$ cat config.mk
export PLATFORM = sky130hd
export DESIGN_NAME = router_pkt_src
export DESIGN_NICKNAME = d
export VERILOG_FILES = /design/src/rtl/router_pkg.sv /design/src/rtl/router_pkt_buf.sv /design/src/rtl/router_pkt_src.sv
export SDC_FILE = /design/constraint.sdc
export NUM_CORES = 1
export LEC_CHECK = 0
export BUFFER_PORTS_ARGS = -buffer_cell sky130_fd_sc_hd__buf_2
export CELL_PAD_IN_SITES_DETAIL_PLACEMENT = 1
export CELL_PAD_IN_SITES_GLOBAL_PLACEMENT = 1
export CORE_ASPECT_RATIO = 0.8
export CORE_MARGIN = 5
export CORE_UTILIZATION = 30
export DETAILED_ROUTE_END_ITERATION = 8
export PLACE_DENSITY_LB_ADDON = 0.25
export SLEW_MARGIN = 40
export SYNTH_ARGS = -nofsm -noshare
export SYNTH_HDL_FRONTEND = slang
export SYNTH_SLANG_ARGS = --single-unit
export TNS_END_PERCENT = 100
$ cat constraint.sdc
create_clock -name clk -period 2.5 [get_ports clk]
set_input_delay 0.5 -clock clk [delete_from_list [all_inputs] [get_ports clk]]
set_output_delay 0.5 -clock clk [all_outputs]
set_load 0.01 [all_outputs]
$ cat src/rtl/router_pkg.sv
// Shared types and constants for the router packet source: FSM states,
// length/address types and the legality rule for host commands.
package router_pkg;

  localparam int MAX_LEN_DEF = 63;
  localparam int LEN_W       = 6;
  localparam int BUF_DEPTH   = 64;
  localparam int ADDR_MAX    = 2;

  typedef logic [1:0]       addr_t;
  typedef logic [LEN_W-1:0] len_t;

  typedef enum logic [2:0] {
    ST_IDLE,
    ST_LOAD,
    ST_HEADER,
    ST_PAYLOAD,
    ST_PARITY,
    ST_DONE
  } state_e;

  function automatic logic cmd_legal(input addr_t addr, input len_t len, input int max_len);
    return (len != '0) && (int'(addr) <= ADDR_MAX) && (int'(len) <= max_len);
  endfunction

endpackage

$ cat src/rtl/router_pkt_buf.sv
// Payload store: 64x8 register file, one synchronous write port and one
// asynchronous read port.
module router_pkt_buf
  import router_pkg::*;
(
  input  logic       clk,
  input  logic       we,
  input  logic [5:0] waddr,
  input  logic [7:0] wdata,
  input  logic [5:0] raddr,
  output logic [7:0] rdata
);

  logic [7:0] mem_q [BUF_DEPTH];

  // NOTE: the array has no reset; every byte is written before it is read,
  // and resetting 512 flops would only cost area and reset fan-out.
  always_ff @(posedge clk) begin
    if (we) mem_q[waddr] <= wdata;
  end

  assign rdata = mem_q[raddr];

endmodule

$ cat src/rtl/router_pkt_src.sv
// Packet source for a byte-wide router: buffers a host payload, then streams
// header, payload and parity bytes, honouring the router's busy stall.
module router_pkt_src
  import router_pkg::*;
#(
  parameter int MAX_LEN = MAX_LEN_DEF
) (
  input  logic        clk,
  input  logic        resetn,
  input  logic        cmd_valid,
  output logic        cmd_ready,
  input  logic [1:0]  cmd_addr,
  input  logic [5:0]  cmd_len,
  input  logic        pl_valid,
  output logic        pl_ready,
  input  logic [7:0]  pl_data,
  output logic [7:0]  data_in,
  output logic        pkt_valid,
  input  logic        busy,
  input  logic        err,
  output logic        cmd_rej,
  output logic        pkt_done,
  output logic        pkt_err,
  output logic [15:0] pkt_cnt
);

  state_e      state_q, state_d;
  addr_t       addr_q, addr_d;
  len_t        len_q, len_d;
  logic [5:0]  idx_q, idx_d;
  logic [7:0]  par_q, par_d;
  logic        flag_q, flag_d;
  logic        done_cnt_q, done_cnt_d;
  logic        cmd_rej_q, cmd_rej_d;
  logic        pkt_done_q, pkt_done_d;
  logic        pkt_err_q, pkt_err_d;
  logic [15:0] pkt_cnt_q, pkt_cnt_d;

  logic       buf_we;
  logic [7:0] buf_rdata;
  logic [7:0] header;
  logic [5:0] last_idx;

  assign header   = {len_q, addr_q};
  assign last_idx = len_q - 6'd1;

  router_pkt_buf u_buf (
    .clk   (clk),
    .we    (buf_we),
    .waddr (idx_q),
    .wdata (pl_data),
    .raddr (idx_q),
    .rdata (buf_rdata)
  );

  // NOTE: state uses non-blocking assignments so every register samples the
  // pre-edge values; reset is synchronous, so it lives inside the clocked block.
  always_ff @(posedge clk) begin
    if (!resetn) begin
      state_q    <= ST_IDLE;
      addr_q     <= '0;
      len_q      <= '0;
      idx_q      <= '0;
      par_q      <= '0;
      flag_q     <= 1'b0;
      done_cnt_q <= 1'b0;
      cmd_rej_q  <= 1'b0;
      pkt_done_q <= 1'b0;
      pkt_err_q  <= 1'b0;
      pkt_cnt_q  <= '0;
    end else begin
      state_q    <= state_d;
      addr_q     <= addr_d;
      len_q      <= len_d;
      idx_q      <= idx_d;
      par_q      <= par_d;
      flag_q     <= flag_d;
      done_cnt_q <= done_cnt_d;
      cmd_rej_q  <= cmd_rej_d;
      pkt_done_q <= pkt_done_d;
      pkt_err_q  <= pkt_err_d;
      pkt_cnt_q  <= pkt_cnt_d;
    end
  end

  // NOTE: every signal written here gets a default first, so no path can
  // leave one unassigned and infer a latch.
  always_comb begin
    state_d    = state_q;
    addr_d     = addr_q;
    len_d      = len_q;
    idx_d      = idx_q;
    par_d      = par_q;
    flag_d     = flag_q;
    done_cnt_d = done_cnt_q;
    cmd_rej_d  = 1'b0;
    pkt_done_d = 1'b0;
    pkt_err_d  = 1'b0;
    pkt_cnt_d  = pkt_cnt_q;
    buf_we     = 1'b0;
    cmd_ready  = 1'b0;
    pl_ready   = 1'b0;
    data_in    = 8'h00;
    pkt_valid  = 1'b0;

    unique case (state_q)
      ST_IDLE: begin
        cmd_ready = 1'b1;
        if (cmd_valid) begin
          if (cmd_legal(cmd_addr, cmd_len, MAX_LEN)) begin
            addr_d  = cmd_addr;
            len_d   = cmd_len;
            idx_d   = '0;
            par_d   = '0;
            flag_d  = 1'b0;
            state_d = ST_LOAD;
          end else begin
            cmd_rej_d = 1'b1;
          end
        end
      end
      ST_LOAD: begin
        pl_ready = 1'b1;
        if (pl_valid) begin
          buf_we = 1'b1;
          par_d  = par_q ^ pl_data;
          if (idx_q == last_idx) begin
            // Fold the header in once, on the way out, so parity covers it too.
            par_d   = par_q ^ pl_data ^ header;
            idx_d   = '0;
            state_d = ST_HEADER;
          end else begin
            idx_d = idx_q + 6'd1;
          end
        end
      end
      ST_HEADER: begin
        data_in   = header;
        pkt_valid = 1'b1;
        if (!busy) state_d = ST_PAYLOAD;
      end
      ST_PAYLOAD: begin
        data_in   = buf_rdata;
        pkt_valid = 1'b1;
        if (!busy) begin
          if (idx_q == last_idx) state_d = ST_PARITY;
          else                   idx_d   = idx_q + 6'd1;
        end
      end
      ST_PARITY: begin
        data_in = par_q;
        if (!busy) begin
          done_cnt_d = 1'b0;
          state_d    = ST_DONE;
        end
      end
      ST_DONE: begin
        flag_d = flag_q | err;
        if (done_cnt_q) begin
          pkt_done_d = 1'b1;
          pkt_err_d  = flag_q | err;
          pkt_cnt_d  = pkt_cnt_q + 16'd1;
          state_d    = ST_IDLE;
        end else begin
          done_cnt_d = 1'b1;
        end
      end
      default: state_d = ST_IDLE;
    endcase
  end

  assign cmd_rej  = cmd_rej_q;
  assign pkt_done = pkt_done_q;
  assign pkt_err  = pkt_err_q;
  assign pkt_cnt  = pkt_cnt_q;

endmodule

==> results of run 1 <==
[metal layers]
metal	part of all wire (%)	global-route usage (%)	up-vias	wire (µm)
met1	49	23.9	6790	30900
met5	0.020	0	-	13
met2	44	23.4	251	28200
li1	-	-	5526	-
met3	5.5	3.27	86	3490
met4	1.6	2.99	2	1030
[registers in the layout, indices dropped and copies added, names as in the netlist, named ones only]
| name | cells |
|---|---|
| u_buf.mem_q | 512 |
| pkt_cnt | 16 |
| par_q | 8 |
| idx_q | 6 |
| len_q | 6 |
| state_q | 3 |
| addr_q | 2 |
| cmd_rej | 1 |
| done_cnt_q | 1 |
| flag_q | 1 |
| pkt_done | 1 |
| pkt_err | 1 |
[cells in the mapped netlist, types with 4 or more instances]
master | count | area share (%)
inv_1 | 15 | 0.25
xor2_1 | 14 | 0.54
o2111ai_1 | 5 | 0.19
nor2_1 | 113 | 1.9
xnor2_1 | 8 | 0.31
nor2b_1 | 13 | 0.36
o221ai_1 | 13 | 0.51
nand2_1 | 36 | 0.60
nand3_1 | 31 | 0.69
dfxtp_1 | 52 | 4.6
a211oi_1 | 10 | 0.33
o211ai_1 | 13 | 0.43
buf_2 | 15 | 0.33
edfxtp_1 | 512 | 68
buf_1 | 9 | 0.15
nor3_1 | 6 | 0.13
mux2i_1 | 27 | 1.2
a31o_1 | 4 | 0.16
a221o_1 | 4 | 0.18
a22oi_1 | 21 | 0.70
and2_1 | 9 | 0.25
o21ai_0 | 10 | 0.22
a31oi_1 | 5 | 0.14
mux4_2 | 136 | 14
nand2b_1 | 10 | 0.28
a21oi_1 | 21 | 0.47
nand4_1 | 11 | 0.31
and3_1 | 8 | 0.22
clkbuf_1 | 40 | 0.67
[how the worst max path moves through the flow]
stage	endpoint	slack [ns]	cells past startpoint
after floorplan	data_in[7]	0.02	8
after global placement	data_in[3]	-0.48	7
after detailed placement	data_in[1]	-0.49	8
after CTS	data_in[1]	-1.11	8
after global routing	data_in[3]	-1.17	9
final	data_in[0]	-1.09	9
[layout by cell type (no fill, tap or decap), drive strengths merged, types with 9 or more instances in the layout]
cell type	synthesis	final
o21ai	13	13
xor2	14	14
nand3	31	31
nand4	11	11
edfxtp	512	512
nand2b	10	10
nor2	113	113
mux2i	27	27
mux4	136	136
dfxtp	52	52
a22oi	21	21
o221ai	13	13
nor2b	13	13
clkinv	0	25
buf	25	285
and2	9	9
clkbuf	40	70
inv	15	17
o211ai	13	13
nand2	37	37
a211oi	10	10
a21oi	21	21
[power breakdown]
part	switching [W]	internal, W	leakage, nW
combinational	0.000719	0.000661	3.15
clock	0.00375	0.00481	0.907
sequential	0.0000345	0.0103	5.03
[metrics by stage]
stage	worst slack, ns	setup TNS [ns]	instances	hold slack (ns)
global route	-1.17	-9.05	2548	0.0848
finish	-1.09	-8.40	2549	0.103
floorplan	0.0154	0	1221	0.441
global placement	-0.483	-3.54	2415	0.456
CTS	-1.11	-8.63	2534	0.0672
detailed placement	-0.485	-3.48	2415	0.461
[worst max-delay path, delay by kind of cell, from the launching register on]
family          cells  cell delay [ns]
mux                 2             1.06
buf+inv             5             0.71
compound gates      2             0.28
flops               1             0.40
[final cells by class]
class | instances | share of cell area [%]
Inverter | 15 | 0.201
Clock buffer | 69 | 5.37
Multi-Input combinational cell | 577 | 21.2
Sequential cell | 564 | 58.7
Clock inverter | 36 | 1.29
Tap cell | 1001 | 4.48
Timing Repair Buffer | 286 | 8.71
Antenna cell | 1 | 0.00895
[cell families (layout without fill, tap and decap cells)]
| logic type | count (synthesis) | count (layout) | synth area share, % |
|---|---|---|---|
| compound gates | 128 | 128 | 4.10 |
| xor+xnor | 22 | 22 | 0.856 |
| fa+ha+maj | 3 | 3 | 0.167 |
| buf+inv | 80 | 406 | 1.45 |
| flops | 564 | 564 | 72.9 |
| mux | 166 | 166 | 15.0 |
| other cells | 0 | 1 | 0 |
| simple gates | 258 | 258 | 5.52 |
[repair_timing]
action / 4_1_cts / 5_1_grt
hold endpoints to repair: 0 / 0
pin swaps: 11 / 19
gates cloned: 2 / 1
setup endpoints to repair: 9 / 49
setup buffers: 12 / 15
gates resized for setup: 27 / 45
==> results.sh, run 1 <==
export IMPL_syn_area_per_cell_um2=18.4
export IMPL_numCtsBuffers=57
export IMPL_clk_pin_slew_ns=0.06
export IMPL_synth_distinct_cells=59
export IMPL_cts_max_level=2
export IMPL_fin_util_pct=37.8
export IMPL_startpoint_type="flop"
export IMPL_r2r_start="len_q[1]"
export IMPL_powerDensity_nw_per_um2=725
export IMPL_gp_congestion=0.823
export IMPL_ys_seq_area_share_pct=72.9
export IMPL_ctsRootBufferMaster="clkbuf_16"
export IMPL_synth_edf_count=512
export IMPL_first_pass_iters=5
export IMPL_wl_per_cell_um=24.9
export IMPL_layout_drive_gt1_share_pct=36.1
export IMPL_rr_worst_depth=7
export IMPL_via_count=12655
export IMPL_fillCellCount=7394
export IMPL_ios=52
export IMPL_syn_to_final_growth_pct=24.3
export IMPL_ff_latch_area_um2=16400
export IMPL_crit_path_max_incr_delay_ns=0.53
export IMPL_port_buffers=51
export IMPL_tightestPinTransition_ns=0.778
export IMPL_floorplan_rows=89
export IMPL_syn_inst=1221
export IMPL_antenna_found_initial=3
export IMPL_yosys_warnings=0
export IMPL_antenna_left=0
export IMPL_cap_viol_max_count=0
export IMPL_worstPathArrival_ns=3.09
export IMPL_cp_end_kind="output port"
export IMPL_drt_iter0_markers=1018
export IMPL_grt_max_degree=65
export IMPL_die_area_um2=80600
export IMPL_hold_buffers=0
export IMPL_syn_cell_area_um2=22500
export IMPL_critPathKind="reg2out"
export IMPL_clockBufferDepth=3
export IMPL_vias_per_cell=4.96
export IMPL_path_max_fanout=6
export IMPL_ys_flop_type="edfxtp_1"
export IMPL_hold_viol=0
export IMPL_setup_slack_ns=-1.09
export IMPL_final_min_clock_period_ns=3.59
export IMPL_worstReg2RegEnd="par_q[6]"
export IMPL_async_flop_share_pct=0
export IMPL_r2r_setup_slack_ns=0.09
export IMPL_rsz0062_at_grt="yes"
export IMPL_placed_area_um2=25500
export IMPL_finalPower_w=0.0203
export IMPL_dp_hpwl_um=42600
export IMPL_critical_path_slowest_cell="mux4_2"
export IMPL_hp_start="err"
export IMPL_clk_latency_ns=0.65
export IMPL_grt_pass1_wl_um=93300
export IMPL_slew_headroom_pct=48.1
export IMPL_die_width_um=316
export IMPL_setup_violations=8
export IMPL_fin_skew_ns=0.0366
export IMPL_postSynthRegisterBits=564
export IMPL_grt_overflow=0
export IMPL_crit_chain="buf_8 -> buf_12 -> buf_4 -> mux4_2 -> mux4_2 -> a31oi_4 -> o211ai_1 -> buf_4 -> buf_6"
export IMPL_design_area_um2=28000
export IMPL_routed_wl_um=63600
export IMPL_multi_input_area_um2=5940
export IMPL_max_freq_mhz=279
export IMPL_start_util_pct=30.4
export IMPL_ir_drop_v=0.000538
export IMPL_track_usage_pct=15.6
export IMPL_outcome="finished with violations"
export IMPL_drc_errors=0
export IMPL_p_leak_nw=9.08
export IMPL_critPathRequiredTime_ns=2.00
export IMPL_cts_tree="done"
export IMPL_violations="negative setup slack"
export IMPL_slew_violations=0
export IMPL_nets=1526
export IMPL_grt_pass1_vias=13287
export IMPL_post_route_period_util_pct=144
export IMPL_hold_depth=2
export IMPL_hold_path_class="in2reg"
export IMPL_core_um2=74100
export IMPL_syn_num_nets=1246
export IMPL_worstHoldEndpoint="pkt_err"
export IMPL_cts_sinks=564
export IMPL_die_h_um=255
(Power assumes the default switching activity.)
==> run 2: changes to the inputs <==
--- a/config.mk
+++ b/config.mk
@@ -13,6 +13,7 @@
 export CORE_UTILIZATION = 30
 export DETAILED_ROUTE_END_ITERATION = 8
 export PLACE_DENSITY_LB_ADDON = 0.25
+export SETUP_SLACK_MARGIN = 0.05
 export SLEW_MARGIN = 40
 export SYNTH_ARGS = -nofsm -noshare
 export SYNTH_HDL_FRONTEND = slang
==> results.sh, run 2 (synthesized netlist as in run 1, its figures left out) <==
export IMPL_numCtsBuffers=58
export IMPL_grt_overflow=0
export IMPL_syn_to_final_growth_pct=25.2
export IMPL_first_pass_iters=5
export IMPL_grt_pass1_wl_um=92800
export IMPL_die_h_um=255
export IMPL_cts_max_level=2
export IMPL_cts_sinks=564
export IMPL_gp_congestion=0.787
export IMPL_clockBufferDepth=3
export IMPL_powerDensity_nw_per_um2=728
export IMPL_largest_reg_flops=512
export IMPL_antenna_found_initial=2
export IMPL_worst_path_buf_inv=3
export IMPL_crit_path_max_incr_delay_ns=0.54
export IMPL_p_leak_nw=9.19
export IMPL_max_freq_mhz=282
export IMPL_fin_skew_ns=0.0359
export IMPL_slew_violations=0
export IMPL_port_buffers=51
export IMPL_hold_path_class="in2reg"
export IMPL_post_route_period_util_pct=142
export IMPL_via_count=12750
export IMPL_setup_slack_ns=-1.04
export IMPL_die_width_um=316
export IMPL_critPathRequiredTime_ns=2.00
export IMPL_final_cell_mix="edfxtp_1, buf_4, mux4_2, nor2_1, clkbuf_16"
export IMPL_diodes=0
export IMPL_final_common_cell="edfxtp_1"
export IMPL_clk_pin_slew_ns=0.06
export IMPL_ctsRootBufferMaster="clkbuf_16"
export IMPL_antenna_left=0
export IMPL_outcome="finished with violations"
export IMPL_crit_chain="buf_12 -> buf_12 -> mux4_2 -> mux4_2 -> o2111ai_2 -> o211ai_1 -> buf_2"
export IMPL_critPathKind="reg2out"
export IMPL_track_usage_pct=15.5
export IMPL_path_max_fanout=7
export IMPL_vias_per_cell=4.96
export IMPL_worstPathArrival_ns=3.04
export IMPL_violations="negative setup slack"
export IMPL_wl_per_cell_um=24.5
export IMPL_hold_viol=0
export IMPL_finalSetupTns_ns=-7.68
export IMPL_nets=1547
export IMPL_crit_cells=7
export IMPL_finalPower_w=0.0205
export IMPL_slew_headroom_pct=46.8
export IMPL_final_min_clock_period_ns=3.54
export IMPL_ir_drop_v=0.000622
export IMPL_crit_end="data_in[2]"
export IMPL_r2r_setup_slack_ns=0.16
export IMPL_top_register="u_buf.mem_q"
export IMPL_critical_path_slowest_cell="mux4_2"
export IMPL_worstReg2RegEnd="par_q[4]"
export IMPL_rsz0062_at_grt="yes"
export IMPL_die_area_um2=80600
export IMPL_drc_errors=0
export IMPL_ff_latch_area_um2=16400
export IMPL_fillCellCount=7351
export IMPL_core_um2=74100
export IMPL_multi_input_area_um2=6000
export IMPL_grt_pass1_vias=13513
export IMPL_setup_violations=8
export IMPL_start_util_pct=30.4
export IMPL_rr_worst_depth=10
export IMPL_cts_tree="done"
export IMPL_hold_buffers=0
export IMPL_cp_end_kind="output port"
export IMPL_cap_viol_max_count=0
export IMPL_dp_hpwl_um=42500
export IMPL_cp_top_family="multiplexers"
export IMPL_tightestPinTransition_ns=0.799
export IMPL_r2r_start="len_q[0]"
export IMPL_ios=52
export IMPL_drt_iter0_markers=1108
export IMPL_floorplan_rows=89
export IMPL_layout_drive_gt1_share_pct=37.6
export IMPL_startpoint_type="flop"
export IMPL_clk_latency_ns=0.64
export IMPL_routed_wl_um=63000
export IMPL_grt_max_degree=65
run 2: cell types whose count changed in the layout (fill, tap and decap cells not counted), moves of 4 or more:
cell | previous run | this run
buf_4 | 191 | 226
buf_6 | 17 | 6
buf_12 | 24 | 17
clkbuf_1 | 9 | 14
clkinv_2 | 13 | 9
run 2: through the flow:
step / util, % / area, µm² / setup WS [ns] / hold WS [ns] / instances
after floorplan: - / 22600 / 0.0562 / 0.441 / 1221
after detailed placement: 34.5 / 25500 / -0.509 / 0.458 / 2424
final: 38.0 / 28200 / -1.04 / 0.113 / 2569
after global routing: 38.0 / 28200 / -1.14 / 0.104 / 2569
after global placement: 34.5 / 25500 / -0.482 / 0.454 / 2424
after CTS: 37.7 / 27900 / -1.03 / 0.0795 / 2554
run 2: area by class of cell:
| class | instances | share of cell area, % |
|---|---|---|
| inverters | 15 | 0.200 |
| repair buffers | 306 | 8.94 |
| multi-input cells | 577 | 21.3 |
| clock buffers | 72 | 5.34 |
| well taps | 1001 | 4.45 |
| flip-flops and latches | 564 | 58.3 |
| clock inverters | 34 | 1.43 |
run 2: power by group:
part	internal (W)	switching, W
clock	0.00509	0.00369
combinational	0.000668	0.000712
sequential	0.0103	0.0000335
total	0.0161	0.00443
run 2: worst min-delay path by stage:
stage	startpoint	end	slack (ns)	cells after the start
after floorplan	flag_q	pkt_err	0.44	1
after detailed placement	flag_q	pkt_err	0.46	1
after CTS	err	pkt_err	0.08	2
final	err	pkt_err	0.11	2
after global routing	err	pkt_err	0.10	2
after global placement	flag_q	pkt_err	0.45	1
run 2: worst reg2reg max path, delay by kind of cell, from the launching register on:
kind / cells / cell delay (ns)
xor+xnor: 1 / 0.14
mux: 1 / 0.25
flops: 1 / 0.37
simple gates: 2 / 0.43
buf+inv: 3 / 0.38
fa+ha+maj: 1 / 0.26
compound gates: 2 / 0.39
run 2: timing repair:
item                       in CTS  in global routing
setup endpoints to repair      85                113
pin swaps                      14                 17
setup buffers                  22                 15
cloned                          2                  1
resized for setup              49                 30
run 2: metal layers:
layer	vias to the layer above	routed length (µm)	GRT usage [%]
met5	-	13	0
li1	5569	-	-
met3	72	3560	2.89
met2	313	28100	23.6
met4	2	1010	3.03
met1	6794	30300	23.5
==> run 3: changes to the inputs <==
--- a/config.mk
+++ b/config.mk
@@ -17,5 +17,6 @@
 export SLEW_MARGIN = 40
 export SYNTH_ARGS = -nofsm -noshare
 export SYNTH_HDL_FRONTEND = slang
+export SYNTH_HIERARCHICAL = 1
 export SYNTH_SLANG_ARGS = --single-unit
 export TNS_END_PERCENT = 100
==> results.sh, run 3 <==
export IMPL_outcome="finished with violations"
export IMPL_violations="negative setup slack"
export IMPL_hp_start="err"
export IMPL_layout_drive_gt1_share_pct=36.9
export IMPL_die_width_um=317
export IMPL_critPathRequiredTime_ns=2.00
export IMPL_powerDensity_nw_per_um2=725
export IMPL_syn_cell_area_um2=22600
export IMPL_rr_worst_depth=11
export IMPL_floorplan_rows=90
export IMPL_port_buffers=51
export IMPL_antenna_left=0
export IMPL_first_pass_iters=5
export IMPL_cts_max_level=2
export IMPL_cpMostUsedCell="mux4_2"
export IMPL_dp_hpwl_um=42300
export IMPL_max_freq_mhz=279
export IMPL_die_area_um2=80900
export IMPL_clockBufferDepth=3
export IMPL_switching_share_pct=21.0
export IMPL_p_leak_nw=9.14
export IMPL_pwr_share_seq_pct=50.0
export IMPL_slew_violations=0
export IMPL_cts_tree="done"
export IMPL_drt_iter0_markers=1142
export IMPL_layout_cells_non_filler=2565
export IMPL_worstReg2RegEnd="par_q[4]"
export IMPL_critPathKind="reg2out"
export IMPL_final_cell_mix="edfxtp_1, buf_4, mux4_2, nor2_1, clkbuf_16"
export IMPL_dp_cells=2439
export IMPL_crit_chain="buf_12 -> buf_6 -> mux4_2 -> mux4_2 -> o21ai_4 -> o41ai_4 -> nand2_1 -> o21ai_2 -> buf_2"
export IMPL_worst_path_buf_inv=3
export IMPL_ios=52
export IMPL_worstHoldEndpoint="pkt_err"
export IMPL_routed_wl_um=63600
export IMPL_p_switching_w=0.00429
export IMPL_final_min_clock_period_ns=3.59
export IMPL_grt_max_degree=65
export IMPL_power_share_clock_pct=45.3
export IMPL_async_flop_share_pct=0
export IMPL_via_count=12789
export IMPL_setup_slack_ns=-1.09
export IMPL_startpoint_type="flop"
export IMPL_yosys_warnings=6
export IMPL_antenna_found_initial=4
export IMPL_hold_viol=0
export IMPL_largest_reg_flops=512
export IMPL_nets=1531
export IMPL_hold_path_class="in2reg"
export IMPL_whs_ns=0.0952
export IMPL_top_register="u_buf/mem_q"
export IMPL_ir_drop_v=0.000575
export IMPL_combPwrFrac_pct=4.7
export IMPL_synth_distinct_cells=62
export IMPL_die_h_um=255
export IMPL_crit_path_max_incr_delay_ns=0.56
export IMPL_synth_area_leaders="edfxtp_1, mux4_2, dfxtp_1, nor2_1, mux2i_1"
export IMPL_cap_viol_max_count=0
export IMPL_drc_errors=0
export IMPL_grt_pass1_vias=13437
export IMPL_path_max_fanout=6
export IMPL_start_util_pct=30.1
export IMPL_critical_path_slowest_cell="mux4_2"
export IMPL_cp_end_kind="output port"
export IMPL_cp_top_family="multiplexers"
export IMPL_grt_overflow=0
export IMPL_placed_area_um2=25400
export IMPL_hold_depth=2
export IMPL_synth_edf_count=512
export IMPL_grt_pass1_wl_um=93800
export IMPL_r2r_setup_slack_ns=-0.19
export IMPL_clk_pin_slew_ns=0.07
export IMPL_slew_headroom_pct=48.6
export IMPL_syn_to_final_growth_pct=24.8
export IMPL_ctsRootBufferMaster="clkbuf_16"
export IMPL_p_int_w=0.0161
export IMPL_core_um2=75000
export IMPL_final_common_cell="edfxtp_1"
export IMPL_worstPathArrival_ns=3.09
export IMPL_syn_num_nets=1261
export IMPL_synthMostInstantiatedCell="edfxtp_1"
export IMPL_rsz0062_at_grt="yes"
export IMPL_syn_area_per_cell_um2=18.3
export IMPL_fin_skew_ns=0.0218
export IMPL_setup_violations=22
export IMPL_track_usage_pct=15.6
export IMPL_r2r_start="idx_q[2]"
export IMPL_ys_flop_type="edfxtp_1"
export IMPL_postSynthRegisterBits=558
export IMPL_ys_top_cells_by_count="edfxtp_1, mux4_2, nor2_1, dfxtp_1, nand2_1"
export IMPL_wl_per_cell_um=24.8
export IMPL_syn_inst=1236
export IMPL_post_route_period_util_pct=144
export IMPL_tightestPinTransition_ns=0.771
export IMPL_gp_congestion=0.799
export IMPL_ys_seq_area_share_pct=72.1
export IMPL_synth_top_area_share_pct=68.1
export IMPL_dp_worst_setup_slack_ns=-0.702
export IMPL_synth_top_area_cell="edfxtp_1"
export IMPL_design_area_um2=28200
export IMPL_numCtsBuffers=57
export IMPL_clk_latency_ns=0.62
export IMPL_fin_util_pct=37.6
export IMPL_vias_per_cell=4.99
export IMPL_cts_sinks=558
## run 3: changes by cell type after synthesis, sizes merged, moves of 9 or more
| cell | delta |
|---|---|
| mux2 | +11 |
| a21oi | -14 |
| a22oi | -9 |
| or3 | +10 |
| nor2b | +12 |
| clkbuf | -14 |
| mux4 | -10 |
| nor2 | -17 |
| inv | -10 |
| o21ai | +17 |
| nand2 | +9 |
| o211ai | -11 |
| buf | +15 |
## run 3: cells by family after synthesis
| logic type | share of synthesized area [%] |
|---|---|
| muxes | 14.7 |
| AOI/OAI and AO/OA | 4.56 |
| DFF | 72.1 |
| buffers and inverters | 1.83 |
| xor gates and xnor gates | 0.775 |
| and+or+nand+nor | 5.86 |
| adders and majority gates | 0.166 |
## run 3: worst max path at each step
stage / from / to / slack (ns) / depth (start not counted)
2_1_floorplan: idx_q[0] / data_in[3] / -0.01 / 8
3_3_place_gp: idx_q[0] / data_in[4] / -0.68 / 10
4_1_cts: idx_q[0] / data_in[5] / -1.15 / 9
6_report: idx_q[0] / data_in[5] / -1.09 / 9
5_1_grt: idx_q[0] / data_in[5] / -1.16 / 9
3_5_place_dp: idx_q[0] / data_in[4] / -0.70 / 10
## run 3: layer usage
metal | up-vias | GRT usage, % | part of all wire [%]
met5 | - | 0 | 0
met4 | 0 | 3.24 | 1.7
met3 | 77 | 2.88 | 5.2
met2 | 280 | 23.3 | 45
met1 | 6869 | 23.9 | 48
li1 | 5563 | - | -
## run 3: timing repair
action,4_1_cts,5_1_grt
endpoints found under the setup margin,25,30
gates resized for setup,77,22
hold buffers,0,0
hold endpoints to repair,0,0
buffers inserted,15,1
gates cloned,5,0
pin swaps,9,7
## run 3: through the flow
| step | power, W | setup TNS, ns |
|---|---|---|
| 2_1_floorplan | 0.0109 | -0.226 |
| 3_3_place_gp | 0.0113 | -8.09 |
| 3_5_place_dp | 0.0113 | -8.72 |
| 4_1_cts | 0.0207 | -10.48 |
| 5_1_grt | 0.0212 | -11.81 |
| 6_report | 0.0204 | -9.88 |
## run 3: power by group through the flow
stage | Clock [W] | Sequential [W] | Combinational, W
2_1_floorplan | 0 | 0.0104 | 0.000464
3_3_place_gp | 0 | 0.0104 | 0.000884
3_5_place_dp | 0 | 0.0104 | 0.000900
4_1_cts | 0.00948 | 0.0102 | 0.000964
5_1_grt | 0.00992 | 0.0102 | 0.00103
6_report | 0.00925 | 0.0102 | 0.000959
## run 3: area by class of cell
| cell class | count | area [µm²] |
|---|---|---|
| antenna | 1 | 2.50 |
| timing repair buffer | 277 | 2320 |
| multi-input combinational | 607 | 6250 |
| clock buffer | 63 | 1490 |
| clock inverter | 42 | 532 |
| fill | 7597 | 46800 |
| tap | 1012 | 1270 |
| sequential | 558 | 16300 |
| inverter | 5 | 18.8 |
